File: config.mk
export PLATFORM = sky130hd
export DESIGN_NAME = hash160_byte_tx_flat
export DESIGN_NICKNAME = d
export VERILOG_FILES = /design/src/rtl/hash160_byte_tx_if.sv /design/src/rtl/hash160_byte_tx.sv /design/src/flat_wrapper.sv
export SDC_FILE = /design/constraint.sdc
export NUM_CORES = 1
export LEC_CHECK = 0
export BUFFER_PORTS_ARGS = -buffer_cell sky130_fd_sc_hd__buf_2
export CAP_MARGIN = 5
export CORE_AREA = 2 2 198 122
export DETAILED_ROUTE_END_ITERATION = 6
export DIE_AREA = 0 0 200 124
export MAX_ROUTING_LAYER = met4
export PLACE_DENSITY = 0.69
export SYNTH_ARGS = -nofsm -noshare
export SYNTH_HDL_FRONTEND = slang
export SYNTH_SLANG_ARGS = --single-unit
File: constraint.sdc
create_clock -name clk -period 14.7 [get_ports clk]
set_input_delay 0.735 -clock clk [delete_from_list [all_inputs] [get_ports clk]]
set_output_delay 0.735 -clock clk [all_outputs]
set_load 0.02 [all_outputs]
File: src/rtl/hash160_byte_tx_if.sv
// Digest-in / symbol-out handshake bundle for hash160_byte_tx.
// The master side supplies the digest and the downstream ready.
interface hash160_byte_tx_if;
    logic         i_valid;
    logic [159:0] i_digest;
    logic         o_ready;
    logic [7:0]   o_data;
    logic         o_valid;
    logic         i_ready;
    logic         o_last;

    modport master (
        output i_valid, i_digest, i_ready,
        input  o_ready, o_data, o_valid, o_last
    );

    modport slave (
        input  i_valid, i_digest, i_ready,
        output o_ready, o_data, o_valid, o_last
    );
endinterface

File: src/rtl/hash160_byte_tx.sv
// Hash160 digest serializer: captures 160 bits in one cycle and
// streams them MSB first as raw bytes or lowercase ASCII hex.
module hash160_byte_tx #(
    parameter bit HEX_ASCII = 1'b0
) (
    input  logic              clk,
    input  logic              rst,
    hash160_byte_tx_if.slave  bus
);

    localparam logic [5:0]  LAST = HEX_ASCII ? 6'd39 : 6'd19;
    localparam int unsigned STEP = HEX_ASCII ? 4 : 8;

    typedef enum logic {IDLE, SEND} state_e;

    state_e         state_q, state_d;
    logic [159:0]   shreg_q, shreg_d;
    logic [5:0]     cnt_q, cnt_d;

    function automatic logic [7:0] hex_char(input logic [3:0] n);
        hex_char = (n < 4'd10) ? {4'h3, n} : 8'h57 + {4'h0, n};
    endfunction

    always_ff @(posedge clk or posedge rst) begin
        if (rst) begin
            state_q <= IDLE;
            shreg_q <= '0;
            cnt_q   <= '0;
        end else begin
            state_q <= state_d;
            shreg_q <= shreg_d;
            cnt_q   <= cnt_d;
        end
    end

    always_comb begin
        state_d = state_q;
        shreg_d = shreg_q;
        cnt_d   = cnt_q;
        unique case (state_q)
            IDLE: begin
                if (bus.i_valid) begin
                    shreg_d = bus.i_digest;
                    cnt_d   = '0;
                    state_d = SEND;
                end
            end
            SEND: begin
                if (bus.i_ready) begin
                    if (cnt_q == LAST) begin
                        state_d = IDLE;
                    end else begin
                        shreg_d = shreg_q << STEP;
                        cnt_d   = cnt_q + 6'd1;
                    end
                end
            end
            default: state_d = IDLE;
        endcase
    end

    // Idle forces o_data to zero so hex mode does not show '0' there.
    always_comb begin
        bus.o_ready = 1'b1;
        bus.o_valid = 1'b0;
        bus.o_last  = 1'b0;
        bus.o_data  = 8'h00;
        if (state_q == SEND) begin
            bus.o_ready = 1'b0;
            bus.o_valid = 1'b1;
            bus.o_last  = (cnt_q == LAST);
            bus.o_data  = HEX_ASCII ? hex_char(shreg_q[159:156])
                                    : shreg_q[159:152];
        end
    end

endmodule

File: src/flat_wrapper.sv
// flat-port wrapper written by rule: the top's interface ports become plain ports
module hash160_byte_tx_flat 
#(
    parameter bit HEX_ASCII = 1'b0
)
  (clk, rst, bus_i_valid, bus_i_digest, bus_i_ready, bus_o_ready, bus_o_data, bus_o_valid, bus_o_last);
  hash160_byte_tx_if bus_i ();
  input  logic clk;
  input  logic rst;
  input wire logic [$bits(bus_i.i_valid)-1:0] bus_i_valid;
  input wire logic [$bits(bus_i.i_digest)-1:0] bus_i_digest;
  input wire logic [$bits(bus_i.i_ready)-1:0] bus_i_ready;
  output wire logic [$bits(bus_i.o_ready)-1:0] bus_o_ready;
  output wire logic [$bits(bus_i.o_data)-1:0] bus_o_data;
  output wire logic [$bits(bus_i.o_valid)-1:0] bus_o_valid;
  output wire logic [$bits(bus_i.o_last)-1:0] bus_o_last;
  assign bus_i.i_valid = bus_i_valid;
  assign bus_i.i_digest = bus_i_digest;
  assign bus_i.i_ready = bus_i_ready;
  assign bus_o_ready = bus_i.o_ready;
  assign bus_o_data = bus_i.o_data;
  assign bus_o_valid = bus_i.o_valid;
  assign bus_o_last = bus_i.o_last;
  hash160_byte_tx #(.HEX_ASCII(HEX_ASCII)) u_core (.clk(clk), .rst(rst), .bus(bus_i));
endmodule
==> reports/results.tsv <==
metric	value	unit
outcome	finished, final reports clean	
Post-CTS Setup Bufs	0	
Worst Path Buf+Inv	2	
dominant synthesized flop cell	dfrtp_1	
final worst path period share	0.2558	
critical path, cell by cell	nor3b_4, buf_4, nand2_4, nor2_1, buf_2	
residual DRC count	0	
share of cells above drive strength 1	0.1943	
Setup-failing EPs final	0	
post-route ant nets	0	
fin nets	1351	
family with the most delay on the worst path	simple AND/OR/NAND/NOR gates	
measured slew at the worst slew-check pin	1.028	ns
worst hold path class	primary input to asynchronous set/reset pin	
Final Max Slew Viols	0	
gr usage total	0.2452	
final wirelength	29440	microns
asr flop ratio synth	1.000	
Final Skew	0.009357	ns
routability congestion estimate from global placement	0.8049	
die footprint	24800	sq um
CP startpoint	u_core.cnt_q[2]	
Fmax achieved	265.9	MHz
critical path endpoint	bus_o_last	
min Tclk post-route	3.761	ns
vias	9342	
CTS resizes	0	
Worst setup SP type	register	
flop2flop setup slack	11.71	ns
Pre-Repair DR Iteration Count	5	
num ports	175	
Rows	43	
Overflow after GRT	0	
Slew headroom	0.3145	
top post-synthesis cells by count	167 x dfrtp_1, 162 x nand2_1, 161 x and3_1, 102 x clkbuf_1, 85 x a221o_1	
#FFs+latches synth	167	
CTS Buf Count	17	
cts hold-fix bufs	0	
area leader, netlist	dfrtp_1	
Clock Root Buffer	clkbuf_16	
slowest stage delay, CP	0.71	ns
CTS tree	built	
critical path required time	13.97	ns
Worst path slowest cell	nand2_4	
clk sinks	167	
hpwl dp	16960	microns
Hold WS	0.4601	ns
Mapped Cells	1123	
vias in the first global route	8877	
Post-synth EDFFs	0	
synthesized area	10210	sq um
Area Overhead vs Synth	13.37	%
largest net degree at the start of global routing	163	
Yosys Warn Count	0	
initial antenna violation count	0	
final worst-path setup slack	10.94	ns
crit path kind	register to primary output	
Buffers on Ports	174	
initial core utilization	0.4465	
Final Hold Viols	0	
Core ar.	22870	sq um
dpl ws	11.38	ns
sequential share of the synthesized area	0.4093	
worst r2r src	u_core.cnt_q[0]	
diode count	0	
# H-tree levels	4	
Syn Area/Cell	9.092	sq um
per-cell routed wire length	19.44	microns
Initial DRC Count	1051	
top-area cell type share of the netlist area	0.4093	
crit-path max FO	86	
DR vias/cell	6.170	
width of the die	200	microns
ranking of synthesized cells by area	dfrtp_1 41%, and3_1 9.9%, a221o_1 8.3%	
crit path capture type	primary output	
Syn Nets	1288	
unrepaired setup endpoints after global routing	no	
Max Root-Sink Buffers	2	
first-pass GRT wire length	47070	microns
Max-Cap Viols	0	
worst r2r path cells	6	
die extent in y	124	microns
leak pwr	5.375	nW
worst-skew pair later-pin latency	0.44	ns
Synth cell types	41	
setup_tns	0	ns
pwr dens	161.9	nW/um^2
critical path depth	5	
clk slew on worst S/H paths	0.07	ns
Max IR drop VDD	0.1001	mV
r2r endpoint	u_core.shreg_q[122]	
CP Data Arrival Time	3.03	ns
cell with the most instances after synthesis	dfrtp_1	
## layer usage
metal	track usage	wire [microns]
met5	-	0
met4	0.04537	180
met3	0.04251	1888
met2	0.3477	12810
met1	0.3672	14560
## layout make-up
class / count / area (sq um)
clock inverters: 12 / 176.4
repair buffers: 187 / 977.2
fillers: 2200 / 11290
inverters: 68 / 265.3
flip-flops and latches: 167 / 4182
clock buffers: 20 / 446.7
multi-input cells: 745 / 5134
well taps: 315 / 394.1
## worst min path at each step
| stage | slack [ns] | cells after the start | end |
|---|---|---|---|
| after detailed placement | 0.49 | 1 | u_core.shreg_q[57] |
| after floorplan | 0.47 | 1 | u_core.shreg_q[156] |
| final | 0.46 | 2 | u_core.shreg_q[95] |
| after global routing | 0.51 | 1 | u_core.shreg_q[53] |
| after global placement | 0.49 | 1 | u_core.shreg_q[76] |
| after CTS | 0.51 | 1 | u_core.shreg_q[79] |
## kinds of logic after synthesis
logic type	share of synthesized area
flops	0.4093
buf+inv	0.08958
xor+xnor	0.001716
fa+ha+maj	0.001225
compound gates	0.3070
mux	0.01287
simple gates	0.1783
## power by group
group          switching [W]  internal [W]
combinational       0.000366      0.000268
sequential          0.000117      0.000641
clock               0.000192      0.000289
total               0.000676       0.00120
## stage by stage
step           cell area, sq um  cells  utilization  total power [W]
3_3_place_gp              10950   1482       0.4790         0.001371
4_1_cts                   11570   1514       0.5062         0.001875
2_1_floorplan             10210   1123            -         0.001238
3_5_place_dp              10950   1482       0.4790         0.001391
5_1_grt                   11570   1514       0.5062         0.001988
6_report                  11570   1514       0.5062         0.001874
## layout by cell type (no fill, tap or decap), types with 3 or more instances in the layout
cell / netlist / routed
a211oi_1: 50 / 50
a21oi_1: 19 / 19
a221o_1: 85 / 85
a31o_2: 4 / 4
and2_1: 5 / 5
and3_1: 161 / 161
buf_2: 23 / 172
buf_4: 1 / 14
bufinv_16: 0 / 4
clkbuf_16: 0 / 17
clkinv_2: 0 / 3
clkinv_4: 0 / 3
dfrtp_1: 167 / 165
inv_1: 66 / 65
mux2i_1: 12 / 12
nand2_1: 162 / 161
nand4_1: 3 / 3
nor2_1: 6 / 6
nor2b_1: 5 / 4
nor3_1: 9 / 9
o211ai_1: 65 / 65
o22ai_1: 10 / 10
o31a_1: 67 / 67
o32ai_1: 63 / 63
## state kept, by name, indices dropped and copies added, names as in the netlist
name,flops
u_core.shreg_q,160
u_core.cnt_q,6
u_core.state_q,1
## worst register-to-register path, stage by stage (launching register included)
cell and delay [ns]:
dfrtp_1 0.44, ha_2 0.23, buf_4 0.61, nand2b_1 0.29, o31ai_4 0.25, buf_4 0.75, a221o_1 0.37
(Power assumes the default switching activity.)
